[config.mk]
export PLATFORM = sky130hd
export DESIGN_NAME = fp_mul_rne_seq
export DESIGN_NICKNAME = d
export VERILOG_FILES = /design/src/rtl/fp_mul_rne_seq.sv
export SDC_FILE = /design/constraint.sdc
export NUM_CORES = 1
export LEC_CHECK = 0
export CORE_UTILIZATION = 55
export CTS_BUF_LIST = sky130_fd_sc_hd__clkbuf_8
export DETAILED_ROUTE_END_ITERATION = 10
export GPL_TIMING_DRIVEN = 1
export PLACE_DENSITY = 0.76
export SLEW_MARGIN = 40
export SYNTH_ARGS = -nofsm -noshare
export SYNTH_HDL_FRONTEND = slang
export SYNTH_SLANG_ARGS = --single-unit
export TNS_END_PERCENT = 5
[constraint.sdc]
create_clock -name clk -period 5.9 [get_ports clk]
set_input_delay 1.77 -clock clk [delete_from_list [all_inputs] [get_ports clk]]
set_output_delay 1.77 -clock clk [all_outputs]
set_load 0.1 [all_outputs]
[src/rtl/fp_mul_rne_seq.sv]
// Iterative binary32 multiplier with round-to-nearest-even.
// The mantissa product is built by shift-add, retiring BPC multiplier bits per
// cycle. Results and flags {NV,DZ,OF,UF,NX} hold until the next valid pulse.
//
// Handshake: start is sampled only while busy==0; a is operand A and b is
// operand B, both taken on the accepting edge. busy stays high from that edge
// until the result edge. valid pulses for exactly one cycle when y/flags
// change. A start in the valid cycle is accepted.
module fp_mul_rne_seq #(
    parameter int BPC = 1
) (
    input  logic        clk,
    input  logic        rst_n,
    input  logic        start,
    input  logic [31:0] a,
    input  logic [31:0] b,
    output logic [31:0] y,
    output logic [4:0]  flags,
    output logic        busy,
    output logic        valid
);

    localparam int N = 24 / BPC;

    typedef enum logic [1:0] {S_IDLE, S_MUL, S_RND} state_t;

    state_t      state, state_nx;

    // Latched operand fields and classification
    logic        sgn_q;
    logic [7:0]  ea_q, eb_q;
    logic        a_nan_q, a_snan_q, a_inf_q, a_zero_q;
    logic        b_nan_q, b_snan_q, b_inf_q, b_zero_q;

    // Shift-add datapath
    logic [47:0] acc;
    logic [47:0] mc;
    logic [23:0] mr;
    logic [4:0]  cnt;
    logic [47:0] part;

    // Input classification (denormals read as zero)
    logic        in_a_nan, in_a_snan, in_a_inf, in_a_zero;
    logic        in_b_nan, in_b_snan, in_b_inf, in_b_zero;
    logic [23:0] in_ma, in_mb;

    // Rounding path
    logic signed [10:0] e0, e1, e2;
    logic [23:0] m;
    logic        g, r, s, incr;
    logic [24:0] mr25;
    logic [22:0] mf;
    logic [31:0] res_y;
    logic [4:0]  res_f;

    assign busy = (state != S_IDLE);

    // Classify the operands presented on the inputs
    always_comb begin
        in_a_zero = (a[30:23] == 8'h00);
        in_a_inf  = (a[30:23] == 8'hFF) && (a[22:0] == 23'd0);
        in_a_nan  = (a[30:23] == 8'hFF) && (a[22:0] != 23'd0);
        in_a_snan = in_a_nan && !a[22];
        in_b_zero = (b[30:23] == 8'h00);
        in_b_inf  = (b[30:23] == 8'hFF) && (b[22:0] == 23'd0);
        in_b_nan  = (b[30:23] == 8'hFF) && (b[22:0] != 23'd0);
        in_b_snan = in_b_nan && !b[22];
        in_ma     = in_a_zero ? 24'd0 : {1'b1, a[22:0]};
        in_mb     = in_b_zero ? 24'd0 : {1'b1, b[22:0]};
    end

    // FSM state register
    always_ff @(posedge clk or negedge rst_n) begin
        if (!rst_n) state <= S_IDLE;
        else        state <= state_nx;
    end

    // FSM next-state logic
    always_comb begin
        state_nx = state;
        case (state)
            S_IDLE: if (start) state_nx = S_MUL;
            S_MUL:  if (cnt == 5'(N - 1)) state_nx = S_RND;
            S_RND:  state_nx = S_IDLE;
            default: state_nx = S_IDLE;
        endcase
    end

    // One partial product: multiplicand times the low BPC multiplier bits
    always_comb begin
        part = mc * 48'(mr[BPC-1:0]);
    end

    // Operand capture and shift-add accumulation
    always_ff @(posedge clk or negedge rst_n) begin
        if (!rst_n) begin
            sgn_q    <= 1'b0;
            ea_q     <= 8'd0;
            eb_q     <= 8'd0;
            a_nan_q  <= 1'b0;
            a_snan_q <= 1'b0;
            a_inf_q  <= 1'b0;
            a_zero_q <= 1'b0;
            b_nan_q  <= 1'b0;
            b_snan_q <= 1'b0;
            b_inf_q  <= 1'b0;
            b_zero_q <= 1'b0;
            acc      <= 48'd0;
            mc       <= 48'd0;
            mr       <= 24'd0;
            cnt      <= 5'd0;
        end else if (state == S_IDLE && start) begin
            sgn_q    <= a[31] ^ b[31];
            ea_q     <= a[30:23];
            eb_q     <= b[30:23];
            a_nan_q  <= in_a_nan;
            a_snan_q <= in_a_snan;
            a_inf_q  <= in_a_inf;
            a_zero_q <= in_a_zero;
            b_nan_q  <= in_b_nan;
            b_snan_q <= in_b_snan;
            b_inf_q  <= in_b_inf;
            b_zero_q <= in_b_zero;
            acc      <= 48'd0;
            mc       <= {24'd0, in_mb};
            mr       <= in_ma;
            cnt      <= 5'd0;
        end else if (state == S_MUL) begin
            acc <= acc + part;
            mc  <= mc << BPC;
            mr  <= mr >> BPC;
            cnt <= cnt + 5'd1;
        end
    end

    // Normalize, round to nearest even, and select the special-case result
    always_comb begin
        e0 = $signed({3'b000, ea_q}) + $signed({3'b000, eb_q}) - 11'sd127;
        if (acc[47]) begin
            m  = acc[47:24];
            g  = acc[23];
            r  = acc[22];
            s  = |acc[21:0];
            e1 = e0 + 11'sd1;
        end else begin
            m  = acc[46:23];
            g  = acc[22];
            r  = acc[21];
            s  = |acc[20:0];
            e1 = e0;
        end
        incr = (g & (r | s)) | (g & ~r & ~s & m[0]);
        mr25 = {1'b0, m} + {24'd0, incr};
        // A carry out of the rounded mantissa leaves 1.000..., so bump the exponent
        if (mr25[24]) begin
            mf = mr25[23:1];
            e2 = e1 + 11'sd1;
        end else begin
            mf = mr25[22:0];
            e2 = e1;
        end

        res_y = {sgn_q, 8'd0, mf};
        res_f = 5'b00000;
        if (a_nan_q || b_nan_q) begin
            res_y = 32'h7FC00000;
            res_f = {a_snan_q | b_snan_q, 4'b0000};
        end else if ((a_inf_q && b_zero_q) || (b_inf_q && a_zero_q)) begin
            res_y = 32'h7FC00000;
            res_f = 5'b10000;
        end else if (a_inf_q || b_inf_q) begin
            res_y = {sgn_q, 8'hFF, 23'd0};
        end else if (a_zero_q || b_zero_q) begin
            res_y = {sgn_q, 31'd0};
        end else if (e2 >= 11'sd255) begin
            res_y = {sgn_q, 8'hFF, 23'd0};
            res_f = 5'b00101;
        end else if (e2 <= 11'sd0) begin
            res_y = {sgn_q, 31'd0};
            res_f = 5'b00011;
        end else begin
            res_y = {sgn_q, e2[7:0], mf};
            res_f = {4'b0000, g | r | s};
        end
    end

    // Result registers, written only on the rounding cycle's exit edge
    always_ff @(posedge clk or negedge rst_n) begin
        if (!rst_n) begin
            y     <= 32'd0;
            flags <= 5'd0;
            valid <= 1'b0;
        end else begin
            valid <= (state == S_RND);
            if (state == S_RND) begin
                y     <= res_y;
                flags <= res_f;
            end
        end
    end

endmodule

======== After elaboration in Yosys (flattened, before gate mapping) ========
Cells that the tools add are included.
cells by class
  multiply operators ...................... 1
  mux-type cells .......................... 32
  bitwise operators ....................... 12
  $lt $le $gt $ge ......................... 2
  add/sub/neg operators ................... 7
  reduce and logical (&&, ||, !) cells .... 27
  equality and inequality tests ........... 7
operators by type and width
  kind                                                             count
  two-way mux 48 bit                                               4
  two-way mux 31 bit                                               4
  two-way mux 24 bit                                               5
  two-way mux 32 bit                                               2
  adder 48 bit                                                     1
  multiplier 48 x 1 -> 48 bit                                      1
  zero test 23 bit                                                 2
  nonzero test 23 bit                                              2
  adder 24 x 1 -> 25 bit                                           1
  two-way mux 23 bit                                               1
  two-way mux 11 bit                                               2
  OR reduction 22 bit                                              1
  OR reduction 21 bit                                              1
  two-way mux 5 bit                                                4
  == test 8 bit, second input constant                             2
  zero test 8 bit                                                  2
  adder 10 x 2 -> 11 bit, second input constant                    1
  adder 11 x 2 -> 11 bit, second input constant                    1
  >= comparator 11 x 9 -> 1 bit, second input constant             1
  less-or-equal comparator 11 x 1 -> 1 bit, second input constant  1
  subtractor 9 x 7 -> 10 bit, second input constant                1
  adder 8 x 8 -> 9 bit                                             1
  logical AND 1 bit                                                9
  two-way mux 3 bit                                                3
  17 further kinds                                                 35
storage, ports and cells
  output and inout port bits .............. 39
  flip-flop bits (word level) ............. 190
  bits of input ports ..................... 67
  word-level logic and storage cells ...... 107

======== Longest topological paths before layout ========
Gate-level depths: netlist of run 1.
  word-level depth ........................ 15
  gate-level depth with buffers ........... 18
  mapped depth without buffers ............ 17

======== Least setup slack after synthesis of run 1 ========
OpenSTA, ideal clock, no wires.
  path kind ............................... register to register
  from .................................... reg acc[47]
  to ...................................... reg y[0]
  arrival ................................. 4.460 ns
  library setup time ...................... 0.123 ns
  data required time ...................... 5.777 ns
  path buffers ............................ 6
  setup slack ............................. 1.317 ns
  period minus slack after synthesis ...... 4.583 ns
  stages on the path, launching flop included .. 19
  cells stage by stage .................... dfrtp_1 buf_4 buf_2 buf_1 clkbuf_1 clkbuf_1 mux2_2 ha_1 nand4_1 nor4_4 nand4_2 and4bb_1 a21boi_2 xnor2_1 nand3_1 a21oi_4 nor2_4 buf_6 a32o_1
between the ends
  word-level cells in the longest chain between the ends .. 15
  elaborated cells on any way between the ends .. 25
  classes of those cells .................. add/sub (2); order compare (2); mux (13); bitwise (8)
RTL lines
  element                                   RTL line  source
  start, declared                           36        logic [47:0] acc;
  start signal, assigned                    129       acc <= acc + part;
  two-way mux 1 bit                         139       if (acc[47]) begin
  NOT 1 bit                                 152       incr = (g & (r | s)) | (g & ~r & ~s & m[0]);
  bitwise AND 1 bit (3 in series)           152
  bitwise OR 1 bit                          152
  adder 24 x 1 -> 25 bit                    153       mr25 = {1'b0, m} + {24'd0, incr};
  two-way mux 11 bit                        155       if (mr25[24]) begin
  less-or-equal comparator 11 x 1 -> 1 bit  178       end else if (e2 <= 11'sd0) begin
  two-way mux 31 bit                        178
  two-way mux 31 bit (*)                    175       end else if (e2 >= 11'sd255) begin
  two-way mux 31 bit (*)                    173       end else if (a_zero_q || b_zero_q) begin
  two-way mux 31 bit (*)                    171       end else if (a_inf_q || b_inf_q) begin
  two-way mux 32 bit (*)                    168       end else if ((a_inf_q && b_zero_q) || (b_inf_q && a_zero_q)) begin
  two-way mux 32 bit (*)                    165       if (a_nan_q || b_nan_q) begin
  end signal, assigned                      196       y <= res_y;
  end, declared                             17        output logic [31:0] y,
Every way passes the cells marked *; elsewhere a longest branch is shown, timed or not.
A chain may end at the register's enable or synchronous reset.

======== Final worst setup path of run 1 ========
  from .................................... reg ea_q[1]
  to ...................................... reg flags[0]
between the ends
  word-level cells in the longest chain between the ends .. 13
  elaborated cells on any way between the ends .. 14
  classes of those cells .................. add/sub (4); order compare (2); mux (8)
RTL lines
  element                                   RTL line  source
  start, declared                           31        logic [7:0] ea_q, eb_q;
  start signal, assigned                    114       ea_q <= a[30:23];
  adder 8 x 8 -> 9 bit (*)                  138       e0 = $signed({3'b000, ea_q}) + $signed({3'b000, eb_q}) - 11'sd127;
  subtractor 9 x 7 -> 10 bit (*)            138
  adder 10 x 2 -> 11 bit                    144       e1 = e0 + 11'sd1;
  two-way mux 11 bit (*)                    139
  adder 11 x 2 -> 11 bit                    157       e2 = e1 + 11'sd1;
  two-way mux 11 bit (*)                    155
  less-or-equal comparator 11 x 1 -> 1 bit  178
  two-way mux 2 bit                         178
  two-way mux 3 bit (*)                     175
  two-way mux 3 bit (*)                     173
  two-way mux 3 bit (*)                     171
  two-way mux 5 bit (*)                     168
  two-way mux 5 bit (*)                     165
  end signal, assigned                      197       flags <= res_f;
  end, declared                             18        output logic [4:0] flags,
Marked as above.

==> results_tabular.tex, run 1 <==
\begin{tabular}{lr}
\hline
Metric & Value \\
\hline
\multicolumn{2}{l}{\textbf{Cells and area}} \\
\quad Post-synthesis to final-layout area growth & 11.4\% \\
\quad Count of antenna diodes in the layout & 0 \\
\quad \# nets final & 1702 \\
\quad Layout cell share with drive strength beyond 1 & 7.97\% \\
\quad Core Util, Final & 62.8\% \\
\multicolumn{2}{l}{\textbf{Yosys}} \\
\quad Fraction of registers with async set or reset after synthesis & 100\% \\
\quad Post-Synthesis Net Count & 1655 \\
\quad Mean post-synth cell area & 8.45 µm² \\
\quad YS warnings & 0 \\
\quad Cells taking the most area after synthesis & sky130\_fd\_sc\_hd\_\_dfrtp\_1, sky130\_fd\_sc\_hd\_\_nand2\_1, sky130\_fd\_sc\_hd\_\_ha\_1 \\
\quad Post-synthesis cell type with the largest combined area & sky130\_fd\_sc\_hd\_\_dfrtp\_1 \\
\quad List of most frequent post-synthesis cells & sky130\_fd\_sc\_hd\_\_nand2\_1, sky130\_fd\_sc\_hd\_\_dfrtp\_1, sky130\_fd\_sc\_hd\_\_o21ai\_0 \\
\quad Flip-flop cell with the highest count after synthesis & sky130\_fd\_sc\_hd\_\_dfrtp\_1 \\
\quad Number of flip-flops and latches in the synthesized netlist & 189 \\
\quad Cell with the most instances after synthesis & sky130\_fd\_sc\_hd\_\_nand2\_1 \\
\quad EDFF count, synth & 0 \\
\quad Number of distinct library cells after synthesis & 89 \\
\quad Synthesized instance count & 1520 \\
\quad Post-synthesis instance area & 0.0128 mm² \\
\quad Sequential cell area fraction in the yosys report & 36.8\% \\
\quad Fraction of post-synthesis cell area in the top cell type by area & 36.8\% \\
\multicolumn{2}{l}{\textbf{CTS}} \\
\quad Total clock sinks & 189 \\
\quad Clock edge transition at the registers on the reported setup and hold paths & 0.11 ns \\
\quad \# resized after CTS & 0 \\
\quad Number of levels the H-tree was split into & 4 \\
\quad Number of buffers created by CTS & 17 \\
\quad Clock latency on the worst-skew pair & 0.47 ns \\
\quad Post-CTS repair timing setup buffer count & 0 \\
\quad Number of buffers on the longest clock path & 2 \\
\quad Root Driver & sky130\_fd\_sc\_hd\_\_clkbuf\_8 \\
\quad Clock tree from TritonCTS & yes \\
\quad Quantity of hold-fixing buffers added after cts & 0 \\
\multicolumn{2}{l}{\textbf{Power}} \\
\quad Switching share of power & 48.8\% \\
\quad Clock network power share & 10.9\% \\
\quad Power density over the cells & 596 mW/mm² \\
\quad Part of the power in combinational logic & 61.9\% \\
\quad Internal Pwr Total & 4.37 mW \\
\quad Leakage component of the power & 6.40 nW \\
\quad Sw power & 4.16 mW \\
\quad Worst vdd rail ir drop & 0.000305 V \\
\quad Overall power after layout & 8.53 mW \\
\quad Part of the power in registers & 27.2\% \\
\multicolumn{2}{l}{\textbf{Die}} \\
\quad Die X-Extent & 155 µm \\
\quad Initial standard-cell utilization of the core & 56.4\% \\
\quad Number of primary I/O pins & 106 \\
\quad Cell Rows & 55 \\
\quad Core area & 0.0228 mm² \\
\quad Overall die height & 155 µm \\
\quad Die Area & 0.0240 mm² \\
\multicolumn{2}{l}{\textbf{Detailed routing}} \\
\quad Number of antenna-violating nets in the routed design & 0 \\
\quad Detailed-route wire length per cell & 16.6 µm \\
\quad Total Routed Length & 31400 µm \\
\quad Pre-Repair DR Iteration Count & 7 \\
\quad Total number of vias & 11300 \\
\quad Average via count per standard cell & 5.97 \\
\quad Drt first-iter violations & 812 \\
\quad DR DRC count & 0 \\
\multicolumn{2}{l}{\textbf{Worst setup path}} \\
\quad Worst setup path category & flop to flop \\
\quad Kind of launch point of the worst setup path & flop \\
\quad FF-to-FF path depth & 13 \\
\quad Arrival time at the worst endpoint & 4.70 ns \\
\quad Biggest fanout along the worst timing path & 24 \\
\quad CP endpoint kind & flop \\
\quad Critical Path RT & 6.22 ns \\
\multicolumn{2}{l}{\textbf{Global route}} \\
\quad Antenna violations before repair & 0 \\
\quad Overall track demand over capacity in global routing & 27.4\% \\
\quad Overflow left after global routing & 0 \\
\quad Via count of the first global-routing pass & 10800 \\
\quad Global-route wire length before repair & 53200 µm \\
\quad Pin count of the biggest net entering global routing & 90 \\
\multicolumn{2}{l}{\textbf{Timing}} \\
\quad Worst setup skew after layout & 0.0231 ns \\
\quad Max-Slew Margin vs Limit & 49.1\% \\
\quad Number of pins with negative max-slew slack in the final report & 0 \\
\quad Worst hold margin & 0.480 ns \\
\quad Peak Freq & 228 MHz \\
\quad Number of setup violations in the final report & 0 \\
\quad Pin slew with the least headroom to its limit & 0.763 ns \\
\quad Final min period & 4.38 ns \\
\quad Final worst-path setup slack & 1.52 ns \\
\quad RSZ-0062 raised after global routing & false \\
\quad Final Hold Vio Count & 0 \\
\quad Summed negative setup slack over all endpoints & 0 ns \\
\quad Ratio of final minimum period to clock period & 74.2\% \\
\multicolumn{2}{l}{\textbf{Flow run}} \\
\quad Max-cap violations & 0 \\
\multicolumn{2}{l}{\textbf{Placement}} \\
\quad Final weighted congestion in routability-driven placement & 0.933 \\
\quad Port bufs & 104 \\
\quad Worst setup timing slack at the placement stage & 1.55 ns \\
\quad Placed wire-length estimate & 22700 µm \\
\multicolumn{2}{l}{\textbf{Hold path}} \\
\quad Worst hold path type & flop to flop \\
\quad Worst Hold Path Cells & 2 \\
\multicolumn{2}{l}{\textbf{Outcome}} \\
\quad Outcome & finished, final reports clean \\
\hline
\end{tabular}
cell usage in the layout (no fill, tap or decap), types with 24 or more instances in the layout:
cell                              Yosys  layout
sky130_fd_sc_hd__xnor2_1             41      41
sky130_fd_sc_hd__o21ai_0            135     135
sky130_fd_sc_hd__xor2_1              43      43
sky130_fd_sc_hd__and2_1              61      60
sky130_fd_sc_hd__mux2i_1             26      26
sky130_fd_sc_hd__clkdlybuf4s50_1      0      65
sky130_fd_sc_hd__ha_1                66      66
sky130_fd_sc_hd__nand2_1            244     242
sky130_fd_sc_hd__a21o_1              48      48
sky130_fd_sc_hd__o22ai_1             24      24
sky130_fd_sc_hd__buf_2                2      38
sky130_fd_sc_hd__nor2_1              96      95
sky130_fd_sc_hd__nand3_1             61      61
sky130_fd_sc_hd__dfrtp_1            189     188
sky130_fd_sc_hd__a21oi_1            106     105
sky130_fd_sc_hd__inv_1               24      24
registers in the layout, summed over array words and instances (netlist names):
signal,count
a_inf_q,1
mr,24
y,32
a_zero_q,1
b_zero_q,1
flags,4
b_nan_q,1
eb_q,8
b_snan_q,1
state,2
b_inf_q,1
cnt,5
ea_q,8
acc,48
mc,48
sgn_q,1
valid,1
a_snan_q,1
a_nan_q,1
power by group through the flow:
stage | clock, mW | sequential [mW] | combinational (mW)
after detailed placement | 0 | 2.33 | 5.22
after floorplan | 0 | 2.22 | 4.24
after CTS | 0.946 | 2.30 | 5.26
final | 0.929 | 2.32 | 5.28
after global routing | 0.997 | 2.39 | 5.90
after global placement | 0 | 2.31 | 5.10
per-layer routing:
| metal | share of wire [%] | wire length [µm] | GRT usage (%) | up-vias |
|---|---|---|---|---|
| met2 | 48 | 15100 | 46.5 | 243 |
| met3 | 3.8 | 1200 | 3.03 | 35 |
| met1 | 47 | 14800 | 37.5 | 5449 |
| li1 | - | - | - | 5568 |
| met4 | 1.2 | 382 | 6.60 | 0 |
| met5 | 0 | 0 | 0 | - |
path summary, 6_finish.rpt:
path                                       from                    to  slack (ns)
max in group asynchronous                 rst_n    mc[14]$_DFFE_PN0P_        3.65
min in group asynchronous                 rst_n     y[19]$_DFFE_PN0P_        1.34
max                         ea_q[1]$_DFFE_PN0P_  flags[0]$_DFFE_PN0P_        1.52
max reg2reg                 ea_q[1]$_DFFE_PN0P_  flags[0]$_DFFE_PN0P_        1.52
min                        flags[4]$_DFFE_PN0P_  flags[4]$_DFFE_PN0P_        0.48
min reg2reg                flags[4]$_DFFE_PN0P_  flags[4]$_DFFE_PN0P_        0.48
cells by family after synthesis:
| logic type | after synthesis | share of synthesized area, % |
|---|---|---|
| other | 1 | 0.0292 |
| multiplexers | 29 | 2.29 |
| AO/OA/AOI/OAI | 445 | 22.3 |
| adder cells (fa/ha/maj) | 68 | 6.74 |
| buffers and inverters | 113 | 3.50 |
| flip-flops | 189 | 36.8 |
| AND/OR/NAND/NOR | 589 | 22.3 |
| XOR/XNOR | 86 | 6.03 |
area by class of cell:
class                   instances  area [µm²]
clock buffers                  17         234
fillers                      1960        8470
multi-input cells            1218        7700
well taps                     313         392
repair buffers                117         968
clock inverters                15         196
flip-flops and latches        189        4730
inverters                      24        90.1
per-stage QoR:
step | cells | cell area, µm²
after detailed placement | 1861 | 13900
after global routing | 1893 | 14300
after CTS | 1893 | 14300
final | 1893 | 14300
after floorplan | 1520 | 12800
after global placement | 1861 | 14100
worst max-delay path, cell delays in order (launching register included):
cell and delay, ns:
sky130_fd_sc_hd__dfrtp_1 0.40, sky130_fd_sc_hd__ha_1 0.29, sky130_fd_sc_hd__ha_1 0.25, sky130_fd_sc_hd__fa_1 0.59, sky130_fd_sc_hd__and4b_1 0.30, sky130_fd_sc_hd__o211ai_1 0.13, sky130_fd_sc_hd__nor4_2 0.36, sky130_fd_sc_hd__a31oi_1 0.15
sky130_fd_sc_hd__o2111ai_1 0.30, sky130_fd_sc_hd__nand2_1 0.12, sky130_fd_sc_hd__nor3_1 0.52, sky130_fd_sc_hd__a21oi_4 0.15, sky130_fd_sc_hd__nor2_4 0.46, sky130_fd_sc_hd__a41oi_1 0.19
No activity file was read; power rests on OpenSTA's default activity.
==> run 2, diff against run 1 <==
- clock period: 5.9 -> 4.49 ns (I/O delays scaled with it)
==> run 2 against run 1 <==
  * Register-to-register slack got worse by 1.3 ns
  * Non-clock buffer count rose by 6
  * Routed wire length rose by 1.6%
  * Sequential share of layout area fell by 0.18 points
  * Clock power rose by 27%
  * First-iteration DRC count fell by 19%
  * Global-route usage rose by 0.12 points
  * Worst setup slack got worse by 1.3 ns
  * Maximum frequency rose by 2.2%
  * Largest cell class unchanged
==> results_tabular.tex, run 2 (synthesis results as in run 1) <==
\begin{tabular}{lr}
\hline
Metric & Value \\
\hline
\multicolumn{2}{l}{\textbf{Global route}} \\
\quad Overflow left after global routing & 0 (unchanged) \\
\quad Overall track demand over capacity in global routing & 27.5\% (+0.12 points) \\
\quad Global-route wire length before repair & 53400 µm (+0.47\%) \\
\quad Pin count of the biggest net entering global routing & 93 (+3.3\%) \\
\quad Antenna violations before repair & 0 (unchanged) \\
\quad Via count of the first global-routing pass & 11000 (+1.1\%) \\
\multicolumn{2}{l}{\textbf{CTS}} \\
\quad Clock latency on the worst-skew pair & 0.49 ns (+0.02 ns) \\
\quad Total clock sinks & 189 (unchanged) \\
\quad Number of levels the H-tree was split into & 4 (unchanged) \\
\quad Number of buffers created by CTS & 17 (unchanged) \\
\quad Root Driver & sky130\_fd\_sc\_hd\_\_clkbuf\_8 \\
\quad Clock tree from TritonCTS & yes \\
\quad Number of buffers on the longest clock path & 2 (unchanged) \\
\quad Clock edge transition at the registers on the reported setup and hold paths & 0.12 ns (about the same) \\
\multicolumn{2}{l}{\textbf{Cells and area}} \\
\quad Largest regs & acc x48, mc x48, y x32 \\
\quad Filler cell count in the final layout & 1944 (-0.82\%) \\
\quad \# nets final & 1709 (+0.41\%) \\
\quad Commonest non-fill, non-tap cells in the layout & sky130\_fd\_sc\_hd\_\_nand2\_1, sky130\_fd\_sc\_hd\_\_dfrtp\_1, sky130\_fd\_sc\_hd\_\_o21ai\_0 \\
\quad Sequential standard cell area & 0.00473 mm² (unchanged) \\
\quad Most common cell after layout, fill and taps aside & sky130\_fd\_sc\_hd\_\_nand2\_1 \\
\quad Post-synthesis to final-layout area growth & 12.0\% \\
\quad Layout cell share with drive strength beyond 1 & 8.44\% (+0.47 points) \\
\quad Multi-input gate area in the final layout & 0.00772 mm² (+0.31\%) \\
\quad Count of antenna diodes in the layout & 0 (unchanged) \\
\multicolumn{2}{l}{\textbf{Timing}} \\
\quad Number of pins with negative max-slew slack in the final report & 0 (unchanged) \\
\quad Peak Freq & 233 MHz (+2.2\%) \\
\quad Number of setup violations in the final report & 0 (unchanged) \\
\quad Final Hold Vio Count & 0 (unchanged) \\
\quad Summed negative setup slack over all endpoints & 0 ns (unchanged) \\
\quad RSZ-0062 raised after global routing & true \\
\quad Max-Slew Margin vs Limit & 50.5\% (+1.5 points) \\
\quad Ratio of final minimum period to clock period & 95.4\% (+21 points) \\
\quad Pin slew with the least headroom to its limit & 0.742 ns (-0.0214 ns) \\
\quad Final min period & 4.29 ns (-0.0939 ns) \\
\quad Worst hold margin & 0.470 ns (-0.0101 ns) \\
\quad Worst setup skew after layout & 0.0266 ns (+0.00355 ns) \\
\multicolumn{2}{l}{\textbf{Power}} \\
\quad Part of the power in combinational logic & 62.7\% (+0.8 points) \\
\quad Clock network power share & 10.4\% (-0.5 points) \\
\quad Sw power & 5.54 mW (+33\%) \\
\quad Part of the power in registers & 26.8\% (-0.4 points) \\
\quad Internal Pwr Total & 5.76 mW (+32\%) \\
\quad Power density over the cells & 785 mW/mm² (+32\%) \\
\quad Switching share of power & 49.0\% (+0.25 points) \\
\quad Overall power after layout & 11.3 mW (+32\%) \\
\quad Leakage component of the power & 6.43 nW (+0.59\%) \\
\quad Worst vdd rail ir drop & 0.000399 V (+31\%) \\
\multicolumn{2}{l}{\textbf{Worst setup path}} \\
\quad CP endpoint kind & flop \\
\quad Worst setup path category & flop to flop \\
\quad Biggest fanout along the worst timing path & 12 (-50\%) \\
\quad Critical Path RT & 4.86 ns (-1.36 ns) \\
\quad Arrival time at the worst endpoint & 4.66 ns (-0.04 ns) \\
\quad Kind of launch point of the worst setup path & flop \\
\multicolumn{2}{l}{\textbf{Hold path}} \\
\quad Worst hold path type & flop to flop \\
\multicolumn{2}{l}{\textbf{Die}} \\
\quad Initial standard-cell utilization of the core & 56.4\% (unchanged) \\
\quad Die Area & 0.0240 mm² (unchanged) \\
\quad Die X-Extent & 155 µm (unchanged) \\
\quad Cell Rows & 55 (unchanged) \\
\quad Overall die height & 155 µm (unchanged) \\
\quad Core area & 0.0228 mm² (unchanged) \\
\quad Number of primary I/O pins & 106 (unchanged) \\
\multicolumn{2}{l}{\textbf{Placement}} \\
\quad Final weighted congestion in routability-driven placement & 0.891 (-4.5\%) \\
\quad Port bufs & 104 (unchanged) \\
\quad Placed wire-length estimate & 23200 µm (+2.2\%) \\
\multicolumn{2}{l}{\textbf{Detailed routing}} \\
\quad Total number of vias & 11300 (-0.062\%) \\
\quad Total Routed Length & 32000 µm (+1.6\%) \\
\quad Average via count per standard cell & 5.94 (-0.43\%) \\
\quad Detailed-route wire length per cell & 16.8 µm (+1.3\%) \\
\quad DR DRC count & 0 (unchanged) \\
\quad Drt first-iter violations & 654 (-19\%) \\
\quad Pre-Repair DR Iteration Count & 5 (-2) \\
\quad Number of antenna-violating nets in the routed design & 0 (unchanged) \\
\multicolumn{2}{l}{\textbf{Flow run}} \\
\quad Max-cap violations & 0 (unchanged) \\
\multicolumn{2}{l}{\textbf{Outcome}} \\
\quad Outcome & finished, final reports clean \\
\hline
\end{tabular}
run 2: cell count changes in the layout (fill, tap and decap cells not counted), sizes merged:
cell	before	now
nor2	97	98
clkinv	5	1
bufinv	2	1
inv	32	37
buf	51	57
run 2: timing repair:
action	CTS	global route
buffers inserted	0	0
hold buffers	0	0
resized for setup	0	3
setup endpoints to repair	0	24
run 2: path summary, 6_finish.rpt:
| kind | cells past startpoint | to | slack, ns | from |
|---|---|---|---|---|
| hold reg to reg | 2 | flags[4]$_DFFE_PN0P_ | 0.47 | flags[4]$_DFFE_PN0P_ |
| max in group asynchronous | 2 | acc[27]$_DFFE_PN0P_ | 2.78 | rst_n |
| setup reg to reg | 13 | y[1]$_DFFE_PN0P_ | 0.20 | ea_q[1]$_DFFE_PN0P_ |
| hold / removal | 2 | flags[4]$_DFFE_PN0P_ | 0.47 | flags[4]$_DFFE_PN0P_ |
| min in group asynchronous | 1 | eb_q[7]$_DFFE_PN0P_ | 0.91 | rst_n |
| setup / recovery | 13 | y[1]$_DFFE_PN0P_ | 0.20 | ea_q[1]$_DFFE_PN0P_ |
run 2: power groups by stage:
stage               Combinational [mW]  Sequential (mW)  Clock (mW)
floorplan                         5.57             2.92           0
global placement                  6.73             3.02           0
detailed placement                6.94             3.05           0
CTS                               6.98             3.01        1.20
global route                      7.88             3.13        1.27
finish                            7.09             3.03        1.18
run 2: cell type report:
type,count,share of cell area (%)
clock buffer,17,1.63
clock inverter,15,1.17
inverter,24,0.626
multi-input combinational,1219,53.7
sequential,189,32.9
tap,313,2.72
timing repair buffer,123,7.31
run 2: per-stage QoR:
| step | util, % | cell area (µm²) | std cells | worst slack, ns |
|---|---|---|---|---|
| after floorplan | - | 12800 | 1520 | 0.0602 |
| after detailed placement | 61.3 | 14000 | 1867 | 0.170 |
| after CTS | 63.0 | 14400 | 1899 | 0.131 |
| after global placement | 61.9 | 14100 | 1865 | 0.295 |
| final | 63.2 | 14400 | 1900 | 0.205 |
| after global routing | 63.2 | 14400 | 1900 | -0.0356 |
run 2: routing by layer:
metal	global-route usage (%)	wire, µm	vias up
li1	-	-	5557
met1	36.9	14600	5430
met2	46.9	15500	271
met3	3.67	1450	30
met4	6.98	425	0
met5	0	0	-
run 2: critical path, stage by stage, from the launching register on:
cell	delay, ns
sky130_fd_sc_hd__dfrtp_1	0.41
sky130_fd_sc_hd__ha_1	0.30
sky130_fd_sc_hd__ha_1	0.25
sky130_fd_sc_hd__fa_1	0.46
sky130_fd_sc_hd__a211o_1	0.34
sky130_fd_sc_hd__a21oi_1	0.35
sky130_fd_sc_hd__a21oi_1	0.14
sky130_fd_sc_hd__xnor2_1	0.22
sky130_fd_sc_hd__or4_4	0.57
sky130_fd_sc_hd__and3_4	0.17
sky130_fd_sc_hd__o211a_4	0.26
sky130_fd_sc_hd__a21oi_4	0.26
sky130_fd_sc_hd__nor2_4	0.15
sky130_fd_sc_hd__a32o_1	0.27
==> run 3, diff against run 2 <==
- PLACE_DENSITY: 0.76 -> 0.79
- clock period: 4.49 -> 3.9 ns (I/O delays scaled with it)
==> run 3 against run 2 <==
  * Critical path depth grew 2
  * Global-route usage shrank 0.24 points
  * Highest routed layer unchanged
  * First-iteration DRC count grew 19%
  * Non-clock buffer count grew 28
  * Sequential power grew 14%
  * Die area is the same
  * Maximum frequency grew 9.5%
  * The flow now finishes with violations (negative setup slack)
  * Routed wire length grew 0.56%
  * Sequential cell count is the same
  * Hold slack gained 0.0037 ns
  * Via count grew 2.5%
==> results_tabular.tex, run 3 (synthesis results as in run 1) <==
\begin{tabular}{lr}
\hline
Metric & Value \\
\hline
\multicolumn{2}{l}{\textbf{Die}} \\
\quad Overall die height & 155 µm (unchanged) \\
\quad Core area & 0.0228 mm² (unchanged) \\
\quad Die Area & 0.0240 mm² (unchanged) \\
\quad Number of primary I/O pins & 106 (unchanged) \\
\quad Die X-Extent & 155 µm (unchanged) \\
\quad Cell Rows & 55 (unchanged) \\
\quad Initial standard-cell utilization of the core & 56.4\% (unchanged) \\
\multicolumn{2}{l}{\textbf{Global route}} \\
\quad Overflow left after global routing & 0 (unchanged) \\
\quad Pin count of the biggest net entering global routing & 85 (-8.6\%) \\
\quad Layer with the highest usage after global routing & met2 \\
\quad Via count of the first global-routing pass & 10900 (-0.18\%) \\
\quad Antenna violations before repair & 0 (unchanged) \\
\quad Met3 usage in global routing & 3.50\% (-0.17 points) \\
\quad Global-route wire length before repair & 52900 µm (-1.0\%) \\
\quad Global-route met2 utilization & 46.9\% (about the same) \\
\quad Grt met1 use & 36.4\% (-0.54 points) \\
\quad Overall track demand over capacity in global routing & 27.3\% (-0.24 points) \\
\multicolumn{2}{l}{\textbf{Detailed routing}} \\
\quad Total Routed Length & 32100 µm (+0.56\%) \\
\quad Detailed-route wire length per cell & 16.7 µm (-1.0\%) \\
\quad Drt first-iter violations & 780 (+19\%) \\
\quad Pre-Repair DR Iteration Count & 5 (unchanged) \\
\quad Average via count per standard cell & 5.99 (+0.87\%) \\
\quad Number of antenna-violating nets in the routed design & 0 (unchanged) \\
\quad DR DRC count & 0 (unchanged) \\
\quad Total number of vias & 11600 (+2.5\%) \\
\multicolumn{2}{l}{\textbf{Cells and area}} \\
\quad Layout cell share with drive strength beyond 1 & 11.3\% (+2.9 points) \\
\quad Post-synthesis to final-layout area growth & 14.8\% \\
\quad Post-layout instance count excluding filler cells & 1930 (+1.6\%) \\
\quad Commonest non-fill, non-tap cells in the layout & sky130\_fd\_sc\_hd\_\_nand2\_1, sky130\_fd\_sc\_hd\_\_dfrtp\_1, sky130\_fd\_sc\_hd\_\_o21ai\_0 \\
\quad Most common cell after layout, fill and taps aside & sky130\_fd\_sc\_hd\_\_nand2\_1 \\
\quad Largest regs & acc x48, mc x48, y x32 \\
\quad \# nets final & 1739 (+1.8\%) \\
\quad Count of antenna diodes in the layout & 0 (unchanged) \\
\multicolumn{2}{l}{\textbf{CTS}} \\
\quad Clock latency on the worst-skew pair & 0.48 ns (about the same) \\
\quad Total clock sinks & 189 (unchanged) \\
\quad Root Driver & sky130\_fd\_sc\_hd\_\_clkbuf\_8 \\
\quad Number of buffers on the longest clock path & 2 (unchanged) \\
\quad Quantity of hold-fixing buffers added after cts & 0 (unchanged) \\
\quad Number of buffers created by CTS & 17 (unchanged) \\
\quad Clock edge transition at the registers on the reported setup and hold paths & 0.11 ns (about the same) \\
\quad Number of levels the H-tree was split into & 4 (unchanged) \\
\quad Clock tree from TritonCTS & yes \\
\multicolumn{2}{l}{\textbf{Worst setup path}} \\
\quad Critical-path cell with the highest stage delay & sky130\_fd\_sc\_hd\_\_or4\_4 \\
\quad Buffers plus inverters on the worst setup path & 2 (+2) \\
\quad CP endpoint kind & flop \\
\quad Source of the critical timing path & ea\_q[1]\$\_DFFE\_PN0P\_ \\
\quad Worst setup path category & flop to flop \\
\quad Kind of launch point of the worst setup path & flop \\
\quad Slowest Stage Delay on Critical Path & 0.53 ns (-0.04 ns) \\
\quad Cells traversed along the worst timing path & ha\_1 > ha\_1 > fa\_2 > xor2\_2 > and2\_1 > xnor3\_1 > nand3b\_1 > or4\_4 > a21oi\_1 > o211a\_4 > a21oi\_4 > buf\_12 > buf\_4 > a21oi\_4 > nand3\_1 \\
\quad R2R Path Start & ea\_q[1]\$\_DFFE\_PN0P\_ \\
\quad Biggest fanout along the worst timing path & 7 (-5) \\
\quad Arrival time at the worst endpoint & 4.28 ns (-0.38 ns) \\
\quad Worst path top cell family by delay & simple AND/OR/NAND/NOR gates \\
\quad Critical Path RT & 4.26 ns (-0.60 ns) \\
\multicolumn{2}{l}{\textbf{Power}} \\
\quad Worst vdd rail ir drop & 0.000499 V (+25\%) \\
\quad Leakage component of the power & 6.60 nW (+2.5\%) \\
\quad Overall power after layout & 13.6 mW (+20\%) \\
\quad Power density over the cells & 922 mW/mm² (+17\%) \\
\multicolumn{2}{l}{\textbf{Placement}} \\
\quad Placed cell count & 1887 (+1.1\%) \\
\quad Final weighted congestion in routability-driven placement & 0.912 (+2.4\%) \\
\quad Port bufs & 104 (unchanged) \\
\quad Placed wire-length estimate & 22900 µm (-1.4\%) \\
\multicolumn{2}{l}{\textbf{Timing}} \\
\quad Peak Freq & 255 MHz (+9.5\%) \\
\quad Final Hold Vio Count & 0 (unchanged) \\
\quad Worst hold margin & 0.474 ns (+0.00374 ns) \\
\quad Final min period & 3.91 ns (-0.371 ns) \\
\quad Ratio of final minimum period to clock period & 100\% (+4.9 points) \\
\quad Max-Slew Margin vs Limit & 45.9\% (-4.6 points) \\
\quad Final worst-path setup slack & -0.0147 ns (-0.219 ns) \\
\quad Pin slew with the least headroom to its limit & 0.804 ns (+0.0617 ns) \\
\quad Worst setup skew after layout & 0.0155 ns (-0.0112 ns) \\
\quad Number of pins with negative max-slew slack in the final report & 0 (unchanged) \\
\quad Number of setup violations in the final report & 2 (+2) \\
\quad RSZ-0062 raised after global routing & true \\
\multicolumn{2}{l}{\textbf{Outcome}} \\
\quad Violations in the final reports & negative setup slack \\
\quad Outcome & complete, but fails checks \\
\multicolumn{2}{l}{\textbf{Flow run}} \\
\quad Max-cap violations & 0 (unchanged) \\
\multicolumn{2}{l}{\textbf{Hold path}} \\
\quad Worst hold path type & flop to flop \\
\quad Hold\_sp & flags[4]\$\_DFFE\_PN0P\_ \\
\hline
\end{tabular}
run 3: cell type report:
type                    instances  area, µm²
fillers                      1896       8040
flip-flops and latches        189       4730
repair buffers                151       1290
well taps                     313        392
clock inverters                15        151
inverters                      24       90.1
clock buffers                  17        234
multi-input cells            1221       7850
run 3: per-layer routing:
layer | routed length, µm | up-vias
li1 | - | 5624
met5 | 0 | -
met1 | 14700 | 5567
met4 | 474 | 0
met2 | 15500 | 327
met3 | 1420 | 48
run 3: tightest hold or removal path, delay by kind of cell, from the launching register on:
family | cells | cell delay [ns]
flops | 1 | 0.35
simple gates | 2 | 0.10
run 3: worst paths after layout:
path | slack [ns] | cells past startpoint | to
worst max-delay path | -0.01 | 15 | y[24]$_DFFE_PN0P_
worst min-delay path | 0.47 | 2 | flags[4]$_DFFE_PN0P_
worst max register to register | -0.01 | 15 | y[24]$_DFFE_PN0P_
worst min register to register | 0.47 | 2 | flags[4]$_DFFE_PN0P_
max in group asynchronous | 2.30 | 2 | y[7]$_DFFE_PN0P_
min in group asynchronous | 0.70 | 1 | mr[14]$_DFFE_PN0P_
run 3: per-stage QoR:
| step | setup TNS, ns | setup slack, ns | utilization, % | cell area [µm²] |
|---|---|---|---|---|
| after floorplan | 0 | 0.0119 | - | 12900 |
| after global placement | -0.388 | -0.0641 | 62.5 | 14200 |
| after detailed placement | -2.70 | -0.182 | 62.1 | 14100 |
| after CTS | -0.184 | -0.0322 | 64.1 | 14600 |
| after global routing | -3.28 | -0.157 | 64.7 | 14700 |
| final | -0.0164 | -0.0147 | 64.7 | 14700 |
run 3: timing repair:
action,CTS,global route
gates resized for setup,8,17
pin swaps,3,12
hold endpoints to repair,0,0
gates cloned,1,2
buffers inserted,2,6
endpoints found under the setup margin,26,38
run 3: where the power goes:
group          switching (mW)  internal (mW)  total (mW)
Sequential              0.700           2.74        3.44
Combinational            5.12           3.74        8.86
Clock                   0.811          0.482        1.29
Total                    6.63           6.97        13.6
==> RTL edit 1: new RTL, settings of run 3 <==
Encoding of `state_t`: now one-hot (3 bits for 3 states).
--- a/src/rtl/fp_mul_rne_seq.sv
+++ b/src/rtl/fp_mul_rne_seq.sv
@@ -24,3 +24,3 @@
 
-    typedef enum logic [1:0] {S_IDLE, S_MUL, S_RND} state_t;
+    typedef enum logic [2:0] {S_IDLE = 3'b001, S_MUL = 3'b010, S_RND = 3'b100} state_t;
 
Formal check against the unedited RTL: no difference found for any inputs over 10 cycles, from zero or initial values and one cycle with rst_n low; not proved beyond that.
==> RTL edit 1 against run 3 <==
The run still ends with negative setup slack left; power is 24% lower; worst setup slack lost 8.7 ps; final area increased by 4.2%; synthesized area grew 0.76%; sequential cell count is 1 higher; synthesized cell count is 0.59% higher; clock skew fell by 1.1 ps; routed wire length increased by 7.0%; maximum frequency decreased by 0.22%; critical path type unchanged; largest cell class unchanged.
==> RTL edit 1: results (changes against run 3) <==
Power and ir drop
  – PD cells: 668 nW/um^2 (-28%)

Cells and area
  – Nonclk buf count: 184 (+22%)
  – #MultiIn Comb: 1226 (+0.41%)
  – Seq/total area: 31.0% (-1.1 points)
  – FILL cells: 1805 (-4.8%)
  – Nets@finish: 1783 (+2.5%)
  – Share of layout cells above drive strength 1: 14.4% (+3.1 points)
  – Fraction of area in multi-input gates: 52.6% (-0.66 points)
  – Non-clock inverter total of the final layout: 29 (+21%)

Synthesis
  – Cell variety after synth: 80 (-10%)
  – Ranking of synthesized cells by area: dfrtp_1 37%, nand2_1 7.9%, ha_1 6.4%
  – Synth Instances: 1529 (+0.59%)
  – Most frequent cells after synthesis: 272 x nand2_1, 189 x dfrtp_1, 142 x o21ai_0, 102 x a21oi_1, 79 x nor2_1
  – Synth Net Count: 1664 (+0.54%)
  – Sequential area share after synthesis: 36.7% (-0.075 points)
  – Synthesized flop and latch total: 190 (+0.53%)

Detailed routing
  – DR vias/cell: 6.01 (+0.31%)
  – Vias: 11866 (+2.6%)

Global route
  – Vias in the first global route: 11212 (+2.6%)
  – Largest net degree at the start of global routing: 93 (+9.4%)
  – First-pass GRT wire length: 55.3 mm (+4.6%)

STA
  – Final WS setup: -23.3 ps (-8.69 ps)
  – Worst Skew: 14.4 ps (-1.08 ps)
  – Count of final setup violators: 2 (unchanged)

Status
  – Status: finished with violations
  – Failing checks: negative setup slack

Worst setup path
  – Crit Path Max Fanout: 5 (-2)
  – Max incr delay on CP: 490 ps (-40 ps)
  – CP Launch Point: eb_q[1]
  – Reg2reg end: y[22]
  – Path depth of the worst reg2reg path: 13 (-2)

Placement
  – GP Congestion: 0.938 (+2.9%)
  – Post-DP Area: 14500 um^2 (+2.4%)
  – Dpl cells: 1926 (+2.1%)
  – DP HPWL: 24.8 mm (+8.5%)
-- RTL edit 1: changes by cell type after synthesis, sizes merged, moves of 14 or more --
cell	run 3	this run
a22oi	2	25
o22ai	24	1
mux2i	26	41
nand2	244	272
o21ai	140	154
nor2	97	79
-- RTL edit 1: report_power, final --
part	internal, uW	leakage [uW]	total [uW]	switching (uW)
clock network	657	0.000212	1440	782
registers	2400	0.00254	2750	344
logic	2610	0.00408	6080	3470
-- RTL edit 1: kinds of logic (layout without fill, tap and decap cells) --
family / count (synthesis) / in the layout / share of synthesized area (%)
AO/OA/AOI/OAI: 424 / 424 / 21.0
buffers and inverters: 113 / 245 / 3.44
AND/OR/NAND/NOR: 598 / 598 / 22.4
XOR/XNOR: 91 / 91 / 6.26
flip-flops: 190 / 190 / 36.7
other: 1 / 1 / 0.0290
adder cells (fa/ha/maj): 68 / 68 / 6.69
multiplexers: 44 / 44 / 3.43
-- RTL edit 1: metrics by stage --
step / power, uW / setup WS [ps] / TNS (ps) / util [%] / hold slack (ps)
after global routing: 10900 / -125 / -2060 / 67.3 / 510
final: 10300 / -23.3 / -29.0 / 67.3 / 474
after CTS: 9590 / -31.3 / -31.3 / 66.0 / 481
after detailed placement: 7780 / -128 / -2260 / 63.4 / 459
after floorplan: 6240 / -203 / -4270 / - / 445
after global placement: 7600 / 25.1 / 0 / 64.1 / 454
-- RTL edit 1: metal layers --
layer / wire length [um] / global-route usage (%) / vias to the layer above
li1: - / - / 5697
met1: 15700 / 40.0 / 5738
met2: 16300 / 45.6 / 383
met3: 1800 / 3.87 / 48
met4: 573 / 7.66 / 0
met5: 0 / 0 / -
-- RTL edit 1: what timing repair did --
action / 4_1_cts / 5_1_grt
setup endpoints to repair: 30 / 40
resized for setup: 28 / 34
pin swaps: 10 / 21
buffers inserted: 3 / 13
==> RTL edit 2: new RTL, flow settings as in run 3 <==
Made on the original files. Add an input register stage for `start`, `a` and `b`; this delays them by one clock. Comments in the files are not updated.
--- a/src/rtl/fp_mul_rne_seq.sv
+++ b/src/rtl/fp_mul_rne_seq.sv
@@ -26,2 +26,12 @@
 
+    logic start_q;
+    logic [31:0] a_q;
+    logic [31:0] b_q;
+
+    always_ff @(posedge clk) begin
+        start_q <= start;
+        a_q     <= a;
+        b_q     <= b;
+    end
+
     state_t      state, state_nx;
@@ -59,12 +69,12 @@
     always_comb begin
-        in_a_zero = (a[30:23] == 8'h00);
-        in_a_inf  = (a[30:23] == 8'hFF) && (a[22:0] == 23'd0);
-        in_a_nan  = (a[30:23] == 8'hFF) && (a[22:0] != 23'd0);
-        in_a_snan = in_a_nan && !a[22];
-        in_b_zero = (b[30:23] == 8'h00);
-        in_b_inf  = (b[30:23] == 8'hFF) && (b[22:0] == 23'd0);
-        in_b_nan  = (b[30:23] == 8'hFF) && (b[22:0] != 23'd0);
-        in_b_snan = in_b_nan && !b[22];
-        in_ma     = in_a_zero ? 24'd0 : {1'b1, a[22:0]};
-        in_mb     = in_b_zero ? 24'd0 : {1'b1, b[22:0]};
+        in_a_zero = (a_q[30:23] == 8'h00);
+        in_a_inf  = (a_q[30:23] == 8'hFF) && (a_q[22:0] == 23'd0);
+        in_a_nan  = (a_q[30:23] == 8'hFF) && (a_q[22:0] != 23'd0);
+        in_a_snan = in_a_nan && !a_q[22];
+        in_b_zero = (b_q[30:23] == 8'h00);
+        in_b_inf  = (b_q[30:23] == 8'hFF) && (b_q[22:0] == 23'd0);
+        in_b_nan  = (b_q[30:23] == 8'hFF) && (b_q[22:0] != 23'd0);
+        in_b_snan = in_b_nan && !b_q[22];
+        in_ma     = in_a_zero ? 24'd0 : {1'b1, a_q[22:0]};
+        in_mb     = in_b_zero ? 24'd0 : {1'b1, b_q[22:0]};
     end
@@ -81,3 +91,3 @@
         case (state)
-            S_IDLE: if (start) state_nx = S_MUL;
+            S_IDLE: if (start_q) state_nx = S_MUL;
             S_MUL:  if (cnt == 5'(N - 1)) state_nx = S_RND;
@@ -111,6 +121,6 @@
             cnt      <= 5'd0;
-        end else if (state == S_IDLE && start) begin
-            sgn_q    <= a[31] ^ b[31];
-            ea_q     <= a[30:23];
-            eb_q     <= b[30:23];
+        end else if (state == S_IDLE && start_q) begin
+            sgn_q    <= a_q[31] ^ b_q[31];
+            ea_q     <= a_q[30:23];
+            eb_q     <= b_q[30:23];
             a_nan_q  <= in_a_nan;
Check against the original RTL: not equivalent (a bounded check fails within 4 cycles, from zero or initial values and one cycle with rst_n low).
==> RTL edit 2 against run 3 <==
Routed wire length rose by 9.9%; power rose by 21%; synthesized area rose by 12%; final area rose by 14%; via count rose by 8.2%; first-iteration DRC count rose by 6.8%; synthesized cell count rose by 9.1%; clock skew rose by 0.90 ps; sequential cell count rose by 65; worst setup slack improved by 140 ps.
==> RTL edit 2: results (changes against run 3) <==
Status
  – Status: completed

Global route
  – Met2 Track Usage GR: 44.5% (-2.4 points)
  – Vias in the first global route: 12283 (+12%)
  – First-pass GRT wire length: 58.4 mm (+10%)
  – M3 GR Usage: 3.79% (+0.29 points)
  – Largest net degree at the start of global routing: 86 (+1.2%)
  – GRT Util Overall: 26.6% (-0.65 points)
  – Met1 usage: 34.8% (-1.6 points)

Cells and area
  – Nonclk buf count: 143 (-5.3%)
  – Nets@finish: 1888 (+8.6%)
  – Share of layout cells above drive strength 1: 11.8% (+0.50 points)
  – Regs by FF count: acc: 48 flops, mc: 48 flops
  – #MultiIn Comb: 1286 (+5.3%)
  – Non-clock inverter total of the final layout: 25 (+4.2%)
  – NonClk Buf Share: 7.38% (-1.4 points)
  – Clock-cell share: 5.61% (+3.0 points)
  – Seq/total area: 35.8% (+3.7 points)
  – FILL cells: 2079 (+9.7%)

STA
  – Slew of the pin with the lowest slew margin: 755 ps (-48.9 ps)
  – Worst Skew: 16.4 ps (+0.896 ps)
  – Final hold slack: 444 ps (-30.1 ps)
  – Fin crit period: 3780 ps (-136 ps)

Detailed routing
  – 1st-pass router iterations: 7 (+2)
  – Wl on met1: 15.9 mm (+7.7%)
  – DRT iter0 DRCs: 833 (+6.8%)
  – Vias: 12516 (+8.2%)

Clock network
  – Clock Sinks: 254 (+34%)
  – CTS resizes: 2 (-6)
  – CTS max path bufs: 3 (+1)
  – Htree depth: 2 (-2)
  – Clk_lat worst skew: 570 ps (+90 ps)
  – Post-CTS setup buffer count: 4 (+2)
  – Clk slew on worst S/H paths: 60 ps (-50 ps)
  – TritonCTS Buffers: 43 (+26)

Placement
  – DP HPWL: 24.4 mm (+6.9%)

Worst setup path
  – Arr. time, crit path: 4230 ps (-50 ps)
  – Max incr delay on CP: 510 ps (-20 ps)
  – Reg2reg setup slack: 120 ps (+140 ps)
  – Slowest stage cell, crit path: or4_1
  – Crit path capture: y[4]

Synthesis
  – Sequential area share after synthesis: 41.8% (+5.0 points)
  – Fraction of registers with async set/reset: 74.4% (-26 points)
  – Synth Net Count: 1794 (+8.4%)
  – Cell variety after synth: 90 (+1.1%)
  – Ranking of synthesized cells by area: dfrtp_1 33%, dfxtp_1 9.0%, nand2_1 6.7%

Power and ir drop
  – Leakage: 0.00752 uW (+14%)
  – Peak supply drop: 609 uV (+22%)

Min path
  – Hold_sp: a_q[13]
  – Hold endpoint: mr[13]
==> RTL edit 2: power by group <==
group / total, uW / switching (uW) / internal (uW) / leakage [uW]
Clock: 2580 / 1120 / 1470 / 0.000544
Combinational: 9590 / 5600 / 3990 / 0.00407
Sequential: 4250 / 781 / 3470 / 0.00291
==> RTL edit 2: through the flow <==
stage	cell area, um^2	cells	total power, uW	worst slack (ps)
4_1_cts	16700	2112	15900	30.7
3_5_place_dp	15700	2030	13200	-162
6_report	16900	2116	16400	122
3_3_place_gp	15800	2030	12900	34.5
5_1_grt	16900	2116	17700	-10.9
2_1_floorplan	14500	1659	11200	9.08
==> RTL edit 2: kinds of logic after synthesis <==
logic type	count (synthesis)	share of synthesized area, %
simple gates	630	21.1
compound gates	477	20.8
flops	254	41.8
buf+inv	120	3.46
xor+xnor	86	5.22
fa+ha+maj	68	6.00
mux	23	1.64
other cells	1	0.0260
